$ cat src/rtl/demux_pkg.sv
`default_nettype none
// +----------------------------------------------------------------------------+
// | Module : demux_pkg                                                         |
// | Brief  : Shared types and constants for the 1-to-4 demux driver.           |
// | Rev    : 1.0 - initial release                                             |
// +----------------------------------------------------------------------------+
package demux_pkg;

    localparam int NUM_CH = 4;
    localparam int SEL_W  = 2;

    typedef enum logic [1:0] {
        IDLE  = 2'd0,
        DRIVE = 2'd1,
        GAP   = 2'd2
    } drv_state_t;

endpackage : demux_pkg
`default_nettype wire

$ cat src/rtl/demux_1_2_4_driver_sat_counter.sv
`default_nettype none
// +----------------------------------------------------------------------------+
// | Module : sat_counter                                                       |
// | Brief  : Saturating up-counter; a clear takes priority over an increment.  |
// | Rev    : 1.0 - initial release                                             |
// +----------------------------------------------------------------------------+
module sat_counter #(
    parameter int CNT_W = 8
) (
    input  logic             clk,
    input  logic             rst_n,
    input  logic             inc,
    input  logic             clr,
    output logic [CNT_W-1:0] count
);

    localparam logic [CNT_W-1:0] c_max = '1;

    logic [CNT_W-1:0] r_count;

    always_ff @(posedge clk or negedge rst_n) begin
        if (!rst_n) begin
            r_count <= '0;
        end else if (clr) begin
            r_count <= '0;
        end else if (inc && (r_count != c_max)) begin
            r_count <= r_count + 1'b1;
        end
    end

    assign count = r_count;

endmodule : sat_counter
`default_nettype wire

$ cat src/rtl/demux_1_2_4_driver.sv
`default_nettype none
// +----------------------------------------------------------------------------+
// | Module : demux_1_2_4_driver                                                |
// | Brief  : Sequences items onto the 1-to-4 demux in/S pins with a hold       |
// |          period and idle gap, and counts transfers per channel.            |
// | Rev    : 1.0 - initial release                                             |
// +----------------------------------------------------------------------------+
module demux_1_2_4_driver
    import demux_pkg::*;
#(
    parameter int HOLD_CYCLES = 2,
    parameter int CNT_W       = 8
) (
    input  logic                  clk,
    input  logic                  rst_n,
    input  logic                  in_valid,
    output logic                  in_ready,
    input  logic                  in_data,
    input  logic [SEL_W-1:0]      in_dest,
    input  logic                  rr_mode,
    input  logic                  clr_cnt,
    output logic                  out_in,
    output logic [SEL_W-1:0]      out_S,
    output logic                  busy,
    output logic [NUM_CH*CNT_W-1:0] cnt
);

    localparam int                  c_hold_w    = (HOLD_CYCLES > 1) ? $clog2(HOLD_CYCLES) : 1;
    localparam logic [c_hold_w-1:0] c_hold_init = c_hold_w'(HOLD_CYCLES - 1);

    drv_state_t          r_state;
    logic [c_hold_w-1:0] r_hold;
    logic [SEL_W-1:0]    r_sel;
    logic [SEL_W-1:0]    r_rr_ptr;
    logic                r_out_in;

    logic                w_accept;
    logic [SEL_W-1:0]    w_sel;
    logic [NUM_CH-1:0]   w_inc;

    assign in_ready = (r_state == IDLE) & rst_n;
    assign busy     = (r_state != IDLE);
    assign w_accept = in_valid & in_ready;
    assign w_sel    = rr_mode ? r_rr_ptr : in_dest;

    // r_out_in doubles as the data register: it carries the item during
    // DRIVE and is forced low on the way into GAP.
    always_ff @(posedge clk or negedge rst_n) begin
        if (!rst_n) begin
            r_state  <= IDLE;
            r_hold   <= '0;
            r_sel    <= '0;
            r_rr_ptr <= '0;
            r_out_in <= 1'b0;
        end else begin
            case (r_state)
                IDLE: begin
                    if (w_accept) begin
                        r_state  <= DRIVE;
                        r_hold   <= c_hold_init;
                        r_sel    <= w_sel;
                        r_out_in <= in_data;
                        if (rr_mode) begin
                            r_rr_ptr <= r_rr_ptr + 1'b1;
                        end
                    end
                end
                DRIVE: begin
                    if (r_hold == '0) begin
                        r_state  <= GAP;
                        r_out_in <= 1'b0;
                    end else begin
                        r_hold <= r_hold - 1'b1;
                    end
                end
                GAP: begin
                    r_state <= IDLE;
                end
                default: begin
                    r_state  <= IDLE;
                    r_out_in <= 1'b0;
                end
            endcase
        end
    end

    assign out_in = r_out_in;
    assign out_S  = r_sel;

    generate
        for (genvar i = 0; i < NUM_CH; i++) begin : g_ch
            assign w_inc[i] = w_accept & (w_sel == SEL_W'(i));

            sat_counter #(
                .CNT_W (CNT_W)
            ) u_cnt (
                .clk   (clk),
                .rst_n (rst_n),
                .inc   (w_inc[i]),
                .clr   (clr_cnt),
                .count (cnt[i*CNT_W +: CNT_W])
            );
        end
    endgenerate

endmodule : demux_1_2_4_driver
`default_nettype wire

$ cat config.mk
export PLATFORM = sky130hd
export DESIGN_NAME = demux_1_2_4_driver
export DESIGN_NICKNAME = d
export VERILOG_FILES = /design/src/rtl/demux_pkg.sv /design/src/rtl/demux_1_2_4_driver_sat_counter.sv /design/src/rtl/demux_1_2_4_driver.sv
export SDC_FILE = /design/constraint.sdc
export NUM_CORES = 1
export LEC_CHECK = 0
export CORE_AREA = 2 2 64 66
export CTS_BUF_LIST = sky130_fd_sc_hd__clkbuf_4 sky130_fd_sc_hd__clkbuf_8
export DETAILED_ROUTE_END_ITERATION = 8
export DIE_AREA = 0 0 66 68
export DONT_BUFFER_PORTS = 1
export PLACE_DENSITY = 0.75
export SLEW_MARGIN = 25
export SYNTH_ARGS = -nofsm -noshare
export SYNTH_HDL_FRONTEND = slang
export SYNTH_SLANG_ARGS = --single-unit
$ cat constraint.sdc
create_clock -name clk -period 1.65 [get_ports clk]
set_clock_uncertainty 0.1 [all_clocks]
set_input_delay 0.165 -clock clk [delete_from_list [all_inputs] [get_ports clk]]
set_output_delay 0.165 -clock clk [all_outputs]
set_load 0.02 [all_outputs]
==> impl_metrics.yaml, run 1 <==
status:
  run_status: "finished with violations"
  failed_checks: "hold timing, setup timing"
floorplanning:
  die_y_um: 68
  std_cell_rows: 23
  die_w_um: 66
  coreArea_mm2: 0.00386
  initial_core_util_pct: 55.7
  top_level_ports: 45
  dieArea_mm2: 0.00449
worst_setup_path:
  worstPathCellList: "and4bb_4, buf_4, o21ai_4, or4_1, a21oi_1"
  crit_buf_inv: 1
  cp-start-kind: "register"
  cp_top_family: "simple AND/OR/NAND/NOR gates"
  cp_slowest_stage_delay_ns: 0.55
  crit_type: "register to register"
  cp_data_required_time_ns: 1.77
  crit_fanout: 6
  critPathCaptureType: "register"
  r2r_slack_ns: -0.26
  worstPathArrival_ns: 2.03
  worst_path_max_delay_cell: "or4_1"
finish:
  drive_gt1_share_pct: 47.4
  n_antenna_cell: 0
  area_delta_synth_final_pct: 45.5
  fillers: 239
  nets: 304
  final_cells: 343
routing:
  vias: 2184
  final_antenna_net_count: 0
  finalWirelength_um: 6340
  drc: 0
  drt-initial-drc-count: 179
  drtPass1Iterations: 5
  wl_per_cell_um: 18.5
  viasPerCell: 6.37
timing:
  worstMarginPinSlew_ns: 0.727
  period_share_pct: 116
  rsz0062_at_grt: "yes"
  finalHoldViolCount: 40
  tns_ns: -4.82
  worst_slack_ns: -0.256
  worst_hold_slack_ns: -0.547
  max_freq_mhz: 525
  setup-violations-final: 31
  finalCriticalPeriod_ns: 1.91
  max-slew-margin-rel_pct: 51.4
  final_max_slew_viol_count: 0
pwr:
  leakagePower_nw: 1.22
  p_per_area_mw_per_mm2: 885
  ir_drop_mv: 0.848
place:
  hpwl_um: 3570
  place_ws_ns: -0.250
  gp_congestion: 0.846
  port_buffers: 0
  post-place-cells: 324
clock_network:
  clk_pin_slew_ns: 0.08
  numClockSinks: 40
  cts_buffer_depth: 2
  clk_latency_ns: 0.30
  tritoncts: "yes"
  cts-root-buf: "clkbuf_8"
  numCtsBuffers: 5
  cts_max_level: 2
grt:
  track_usage_pct: 25.9
  gr-total-overflow: 0
  grt_max_degree: 43
  gr-usage-met1_pct: 31.0
  first_global_vias: 1920
  grt_use_met2_pct: 44.4
  top_usage_layer: "met2"
  grt_antenna_before_repair: 0
  grt_util_met3_pct: 6.41
  grt_pass1_wl_um: 8780
hold_path:
  hold_path_class: "input pin to async pin"
synthesis:
  synth_cell_type_count: 39
  synth_warnings: 0
  synth_area_mm2: 0.00215
  synth-seq-area-share_pct: 46.6
  avgSynthCellArea_um2: 9.51
  netlist_instances: 226
  synth_nets: 238
  yosys_register_bits: 40
flow_run:
  maxCapViolations: 0
-- synthesized netlist by cell type --
cell	number	share of area, %
dfrtp_1	40	47
a21oi_1	24	5.6
nand2_1	18	3.1
or4_1	16	5.6
o31ai_1	15	5.2
nand3_1	13	3.0
nor2_1	11	1.9
inv_1	10	1.7
clkbuf_1	9	1.6
o41ai_1	7	2.9
o21ai_0	6	1.4
or3_1	6	1.7
mux2i_1	5	2.3
ha_1	4	2.3
nand4_1	4	1.2
o311ai_0	4	1.6
or2_2	4	1.2
nor3_1	3	0.70
and3b_1	2	0.82
buf_6	2	1.0
mux2_2	2	1.0
nand2b_1	2	0.58
nor2b_1	2	0.58
xnor2_1	2	0.82
a21o_1	1	0.35
a32oi_1	1	0.41
and3_1	1	0.29
and4bb_2	1	0.58
buf_2	1	0.23
nand3b_1	1	0.35
nor3b_1	1	0.35
nor4_1	1	0.29
o21a_1	1	0.35
o21ai_1	1	0.23
o21ai_2	1	0.41
o21bai_1	1	0.35
o31a_1	1	0.41
o32ai_1	1	0.41
or3b_1	1	0.41
-- per-stage QoR --
| stage | power, W | hold slack (ns) | utilization [%] | area (um^2) |
|---|---|---|---|---|
| 6_report | 0.00277 | -0.547 | 81.1 | 3130 |
| 5_1_grt | 0.00288 | -0.564 | 81.1 | 3130 |
| 4_1_cts | 0.00270 | -0.553 | 75.9 | 2930 |
| 3_5_place_dp | 0.00176 | -0.229 | 69.2 | 2670 |
| 3_3_place_gp | 0.00174 | -0.230 | 69.2 | 2670 |
| 2_1_floorplan | 0.00156 | -0.231 | - | 2230 |
-- logic make-up (layout without fill, tap and decap cells) --
| family | after synthesis | in the layout | share of synthesized area (%) |
|---|---|---|---|
| DFF | 40 | 40 | 46.6 |
| xor gates and xnor gates | 2 | 2 | 0.815 |
| and+or+nand+nor | 87 | 87 | 22.7 |
| adders and majority gates | 4 | 4 | 2.33 |
| AOI/OAI and AO/OA | 64 | 66 | 19.6 |
| muxes | 7 | 7 | 3.38 |
| buffers and inverters | 22 | 87 | 4.60 |
-- what timing repair did --
| action | CTS | global route |
|---|---|---|
| endpoints found under the hold margin | 67 | 64 |
| gates cloned | 1 | 2 |
| hold buffers | 2 | 1 |
| gates resized for setup | 22 | 33 |
| setup endpoints to repair | 33 | 33 |
| buffers inserted | 3 | 4 |
| pin swaps | 17 | 15 |
-- per-layer routing --
| metal | vias to the layer above | part of all wire (%) |
|---|---|---|
| met5 | - | 0 |
| met4 | 0 | 2.1 |
| met3 | 14 | 6.7 |
| met2 | 81 | 51 |
| met1 | 1093 | 40 |
| li1 | 996 | - |
-- cells in the final DEF, fill, tap and decap left out, types with 3 or more instances in the layout --
cell / netlist / final
or4_4: 0 / 6
nand3_2: 0 / 3
nor2_1: 11 / 6
nand4_1: 4 / 4
dfrtp_2: 0 / 10
clkbuf_8: 0 / 5
or4_1: 16 / 10
buf_4: 0 / 62
o31ai_1: 15 / 13
mux2i_1: 5 / 4
or3_1: 6 / 4
o21ai_4: 0 / 3
nor3_1: 3 / 3
nand2_1: 18 / 18
buf_6: 2 / 4
o21ai_0: 6 / 5
a21oi_2: 0 / 12
o41ai_1: 7 / 5
inv_1: 10 / 10
a21oi_1: 24 / 12
nor2_4: 0 / 3
dfrtp_1: 40 / 30
nand3_1: 13 / 9
-- path summary, 6_finish.rpt --
| kind | startpoint | to | depth (start not counted) |
|---|---|---|---|
| worst max-delay path | r_state[1] | g_ch[2].u_cnt.count[3] | 5 |
| worst min-delay path | rst_n | g_ch[3].u_cnt.count[3] | 0 |
| worst max register to register | r_state[1] | g_ch[2].u_cnt.count[3] | 5 |
| worst min register to register | r_hold | r_state[1] | 1 |
| max in group asynchronous | rst_n | g_ch[0].u_cnt.count[1] | 0 |
| min in group clk | clr_cnt | g_ch[0].u_cnt.count[3] | 2 |
-- area by class of cell --
type	instances	area (um^2)	share of cell area [%]
Multi-Input combinational cell	166	1350	43.2
Sequential cell	40	1010	32.4
Timing Repair Buffer	69	551	17.6
Clock buffer	6	76.3	2.44
Tap cell	50	62.6	2.00
Inverter	10	37.5	1.20
Clock inverter	2	35.0	1.12
-- registers in the layout (all words and copies together), names as in the netlist --
| name | flops |
|---|---|
| r_rr_ptr | 2 |
| g_ch.u_cnt.count | 32 |
| r_state | 2 |
| r_hold | 1 |
| out_in | 1 |
| out_S | 2 |
-- power by group --
| group | total, W | internal, W | switching [W] |
|---|---|---|---|
| Combinational | 0.000729 | 0.000350 | 0.000379 |
| Clock | 0.000818 | 0.000466 | 0.000352 |
| Sequential | 0.00122 | 0.00109 | 0.000135 |
| Total | 0.00277 | 0.00190 | 0.000866 |
(Power assumes the default switching activity.)
==> run 2, diff against run 1 <==
--- a/config.mk
+++ b/config.mk
@@ -5,12 +5,12 @@
 export SDC_FILE = /design/constraint.sdc
 export NUM_CORES = 1
 export LEC_CHECK = 0
-export CORE_AREA = 2 2 64 66
+export CORE_AREA = 2 2 81 52
 export CTS_BUF_LIST = sky130_fd_sc_hd__clkbuf_4 sky130_fd_sc_hd__clkbuf_8
 export DETAILED_ROUTE_END_ITERATION = 8
-export DIE_AREA = 0 0 66 68
+export DIE_AREA = 0 0 83 54
 export DONT_BUFFER_PORTS = 1
-export PLACE_DENSITY = 0.75
+export PLACE_DENSITY = 0.76
 export SLEW_MARGIN = 25
 export SYNTH_ARGS = -nofsm -noshare
 export SYNTH_HDL_FRONTEND = slang
==> run 2 against run 1 <==
  * The flow still finishes with violations (hold timing, setup timing)
  * Non-clock buffer count is 5 higher
  * Die area is 0.13% lower
  * Flip-flop and latch count stayed put
  * Largest power group unchanged
==> impl_metrics.yaml, run 2 (same netlist as run 1, synthesis figures left out) <==
pwr:
  p_per_area_mw_per_mm2: 828
  leakagePower_nw: 1.28
  p_sw_share_pct: 33.8
  finalPower_w: 0.00272
  pwr-share-comb_pct: 29.0
  internal-power_w: 0.00180
  power.switching_w: 0.000918
  ir_drop_mv: 1.14
  clkPwrFrac_pct: 26.0
  seq_power_share_pct: 45.0
finish:
  layout_common_cells: "buf_4 (60), dfrtp_1 (29), nand2_1 (17), a21oi_2 (17), o31ai_1 (14)"
  final_cells: 348
  layout_commonest_cell: "buf_4"
  utilization_pct: 85.2
  area_delta_synth_final_pct: 52.7
  largest_reg_flops: 32
  nets: 309
  drive_gt1_share_pct: 54.7
  n_antenna_cell: 0
worst_setup_path:
  crit_top_cell: "buf_4"
  crit_buf_inv: 2
  worstPathCellList: "and4bb_4, buf_4, o21ai_4, buf_4, or3_1, a21oi_1"
  critPathCaptureType: "register"
  cp-start-kind: "register"
  cp_top_family: "simple AND/OR/NAND/NOR gates"
  crit_fanout: 6
  cp_data_required_time_ns: 1.77
  worst_path_max_delay_cell: "and4bb_4"
  worstPathArrival_ns: 2.03
  cp_slowest_stage_delay_ns: 0.41
  crit_type: "register to register"
timing:
  period_share_pct: 116
  worst_slack_ns: -0.261
  max-slew-margin-rel_pct: 53.2
  finalHoldViolCount: 40
  setup-violations-final: 31
  max_freq_mhz: 523
  rsz0062_at_grt: "yes"
  worstMarginPinSlew_ns: 0.700
  final_max_slew_viol_count: 0
  worst_hold_slack_ns: -0.545
  finalCriticalPeriod_ns: 1.91
routing:
  viasPerCell: 6.75
  wl_per_cell_um: 21.3
  final_antenna_net_count: 0
  drc: 0
  drt-initial-drc-count: 340
  finalWirelength_um: 7400
  drtPass1Iterations: 5
  vias: 2350
floorplanning:
  die_w_um: 83
  coreArea_mm2: 0.00385
  die_y_um: 54
  top_level_ports: 45
  dieArea_mm2: 0.00448
  std_cell_rows: 18
  initial_core_util_pct: 55.8
grt:
  gr-total-overflow: 0
  track_usage_pct: 27.5
  grt_max_degree: 43
  first_global_vias: 1950
  grt_pass1_wl_um: 9600
  grt_antenna_before_repair: 0
clock_network:
  tritoncts: "yes"
  cts_buffer_depth: 2
  numCtsBuffers: 5
  cts_max_level: 2
  numClockSinks: 40
  cts-root-buf: "clkbuf_8"
  clk_latency_ns: 0.30
  clk_pin_slew_ns: 0.09
place:
  port_buffers: 0
  hpwl_um: 3600
  gp_congestion: 0.897
  place_ws_ns: -0.261
  post-place-cells: 325
flow_run:
  maxCapViolations: 0
hold_path:
  hold_path_class: "input pin to async pin"
status:
  failed_checks: "hold timing, setup timing"
  run_status: "finished with violations"
[run 2: power groups by stage]
stage	clock network, W	registers [W]	logic [W]
finish	0.000707	0.00122	0.000789
global route	0.000739	0.00123	0.000838
CTS	0.000698	0.00121	0.000650
detailed placement	0	0.00123	0.000518
global placement	0	0.00122	0.000503
floorplan	0	0.00124	0.000318
[run 2: metal layers]
layer / routed length, um / global-route usage, % / vias to the layer above / part of all wire [%]
li1: - / - / 1006 / -
met1: 3130 / 37.1 / 1150 / 42
met2: 3320 / 43.1 / 161 / 45
met3: 689 / 7.82 / 33 / 9.3
met4: 260 / 10.4 / 0 / 3.5
met5: 0 / 0 / - / 0
[run 2: final cells by class]
cell class              instances  area [um^2]
multi-input cells             166         1460
flip-flops and latches         40         1010
repair buffers                 74          618
fillers                       196          569
clock buffers                   6         82.6
well taps                      50         62.6
inverters                      10         37.5
clock inverters                 2         10.0
[run 2: worst paths after layout]
path                       startpoint                     end  slack, ns  cells after the start
max in group asynchronous       rst_n  g_ch[3].u_cnt.count[1]       1.89                      0
min in group clk              clr_cnt  g_ch[3].u_cnt.count[4]       0.02                      2
setup reg to reg           r_state[1]  g_ch[2].u_cnt.count[2]      -0.26                      6
hold reg to reg                r_hold              r_state[1]       0.41                      1
hold / removal                  rst_n  g_ch[0].u_cnt.count[6]      -0.55                      0
setup / recovery           r_state[1]  g_ch[2].u_cnt.count[2]      -0.26                      6
[run 2: timing repair]
action | 4_1_cts | 5_1_grt
hold endpoints to repair | 67 | 64
pin swaps | 29 | 17
setup buffers | 7 | 2
endpoints found under the setup margin | 33 | 33
cloned | 1 | 2
hold buffers | 2 | 1
gates resized for setup | 35 | 51
[run 2: stage by stage]
stage / setup TNS (ns) / cell area, um^2
6_report: -5.03 / 3280
5_1_grt: -6.54 / 3280
4_1_cts: -3.60 / 3010
3_5_place_dp: -5.23 / 2680
3_3_place_gp: -3.85 / 2680
2_1_floorplan: -0.483 / 2230
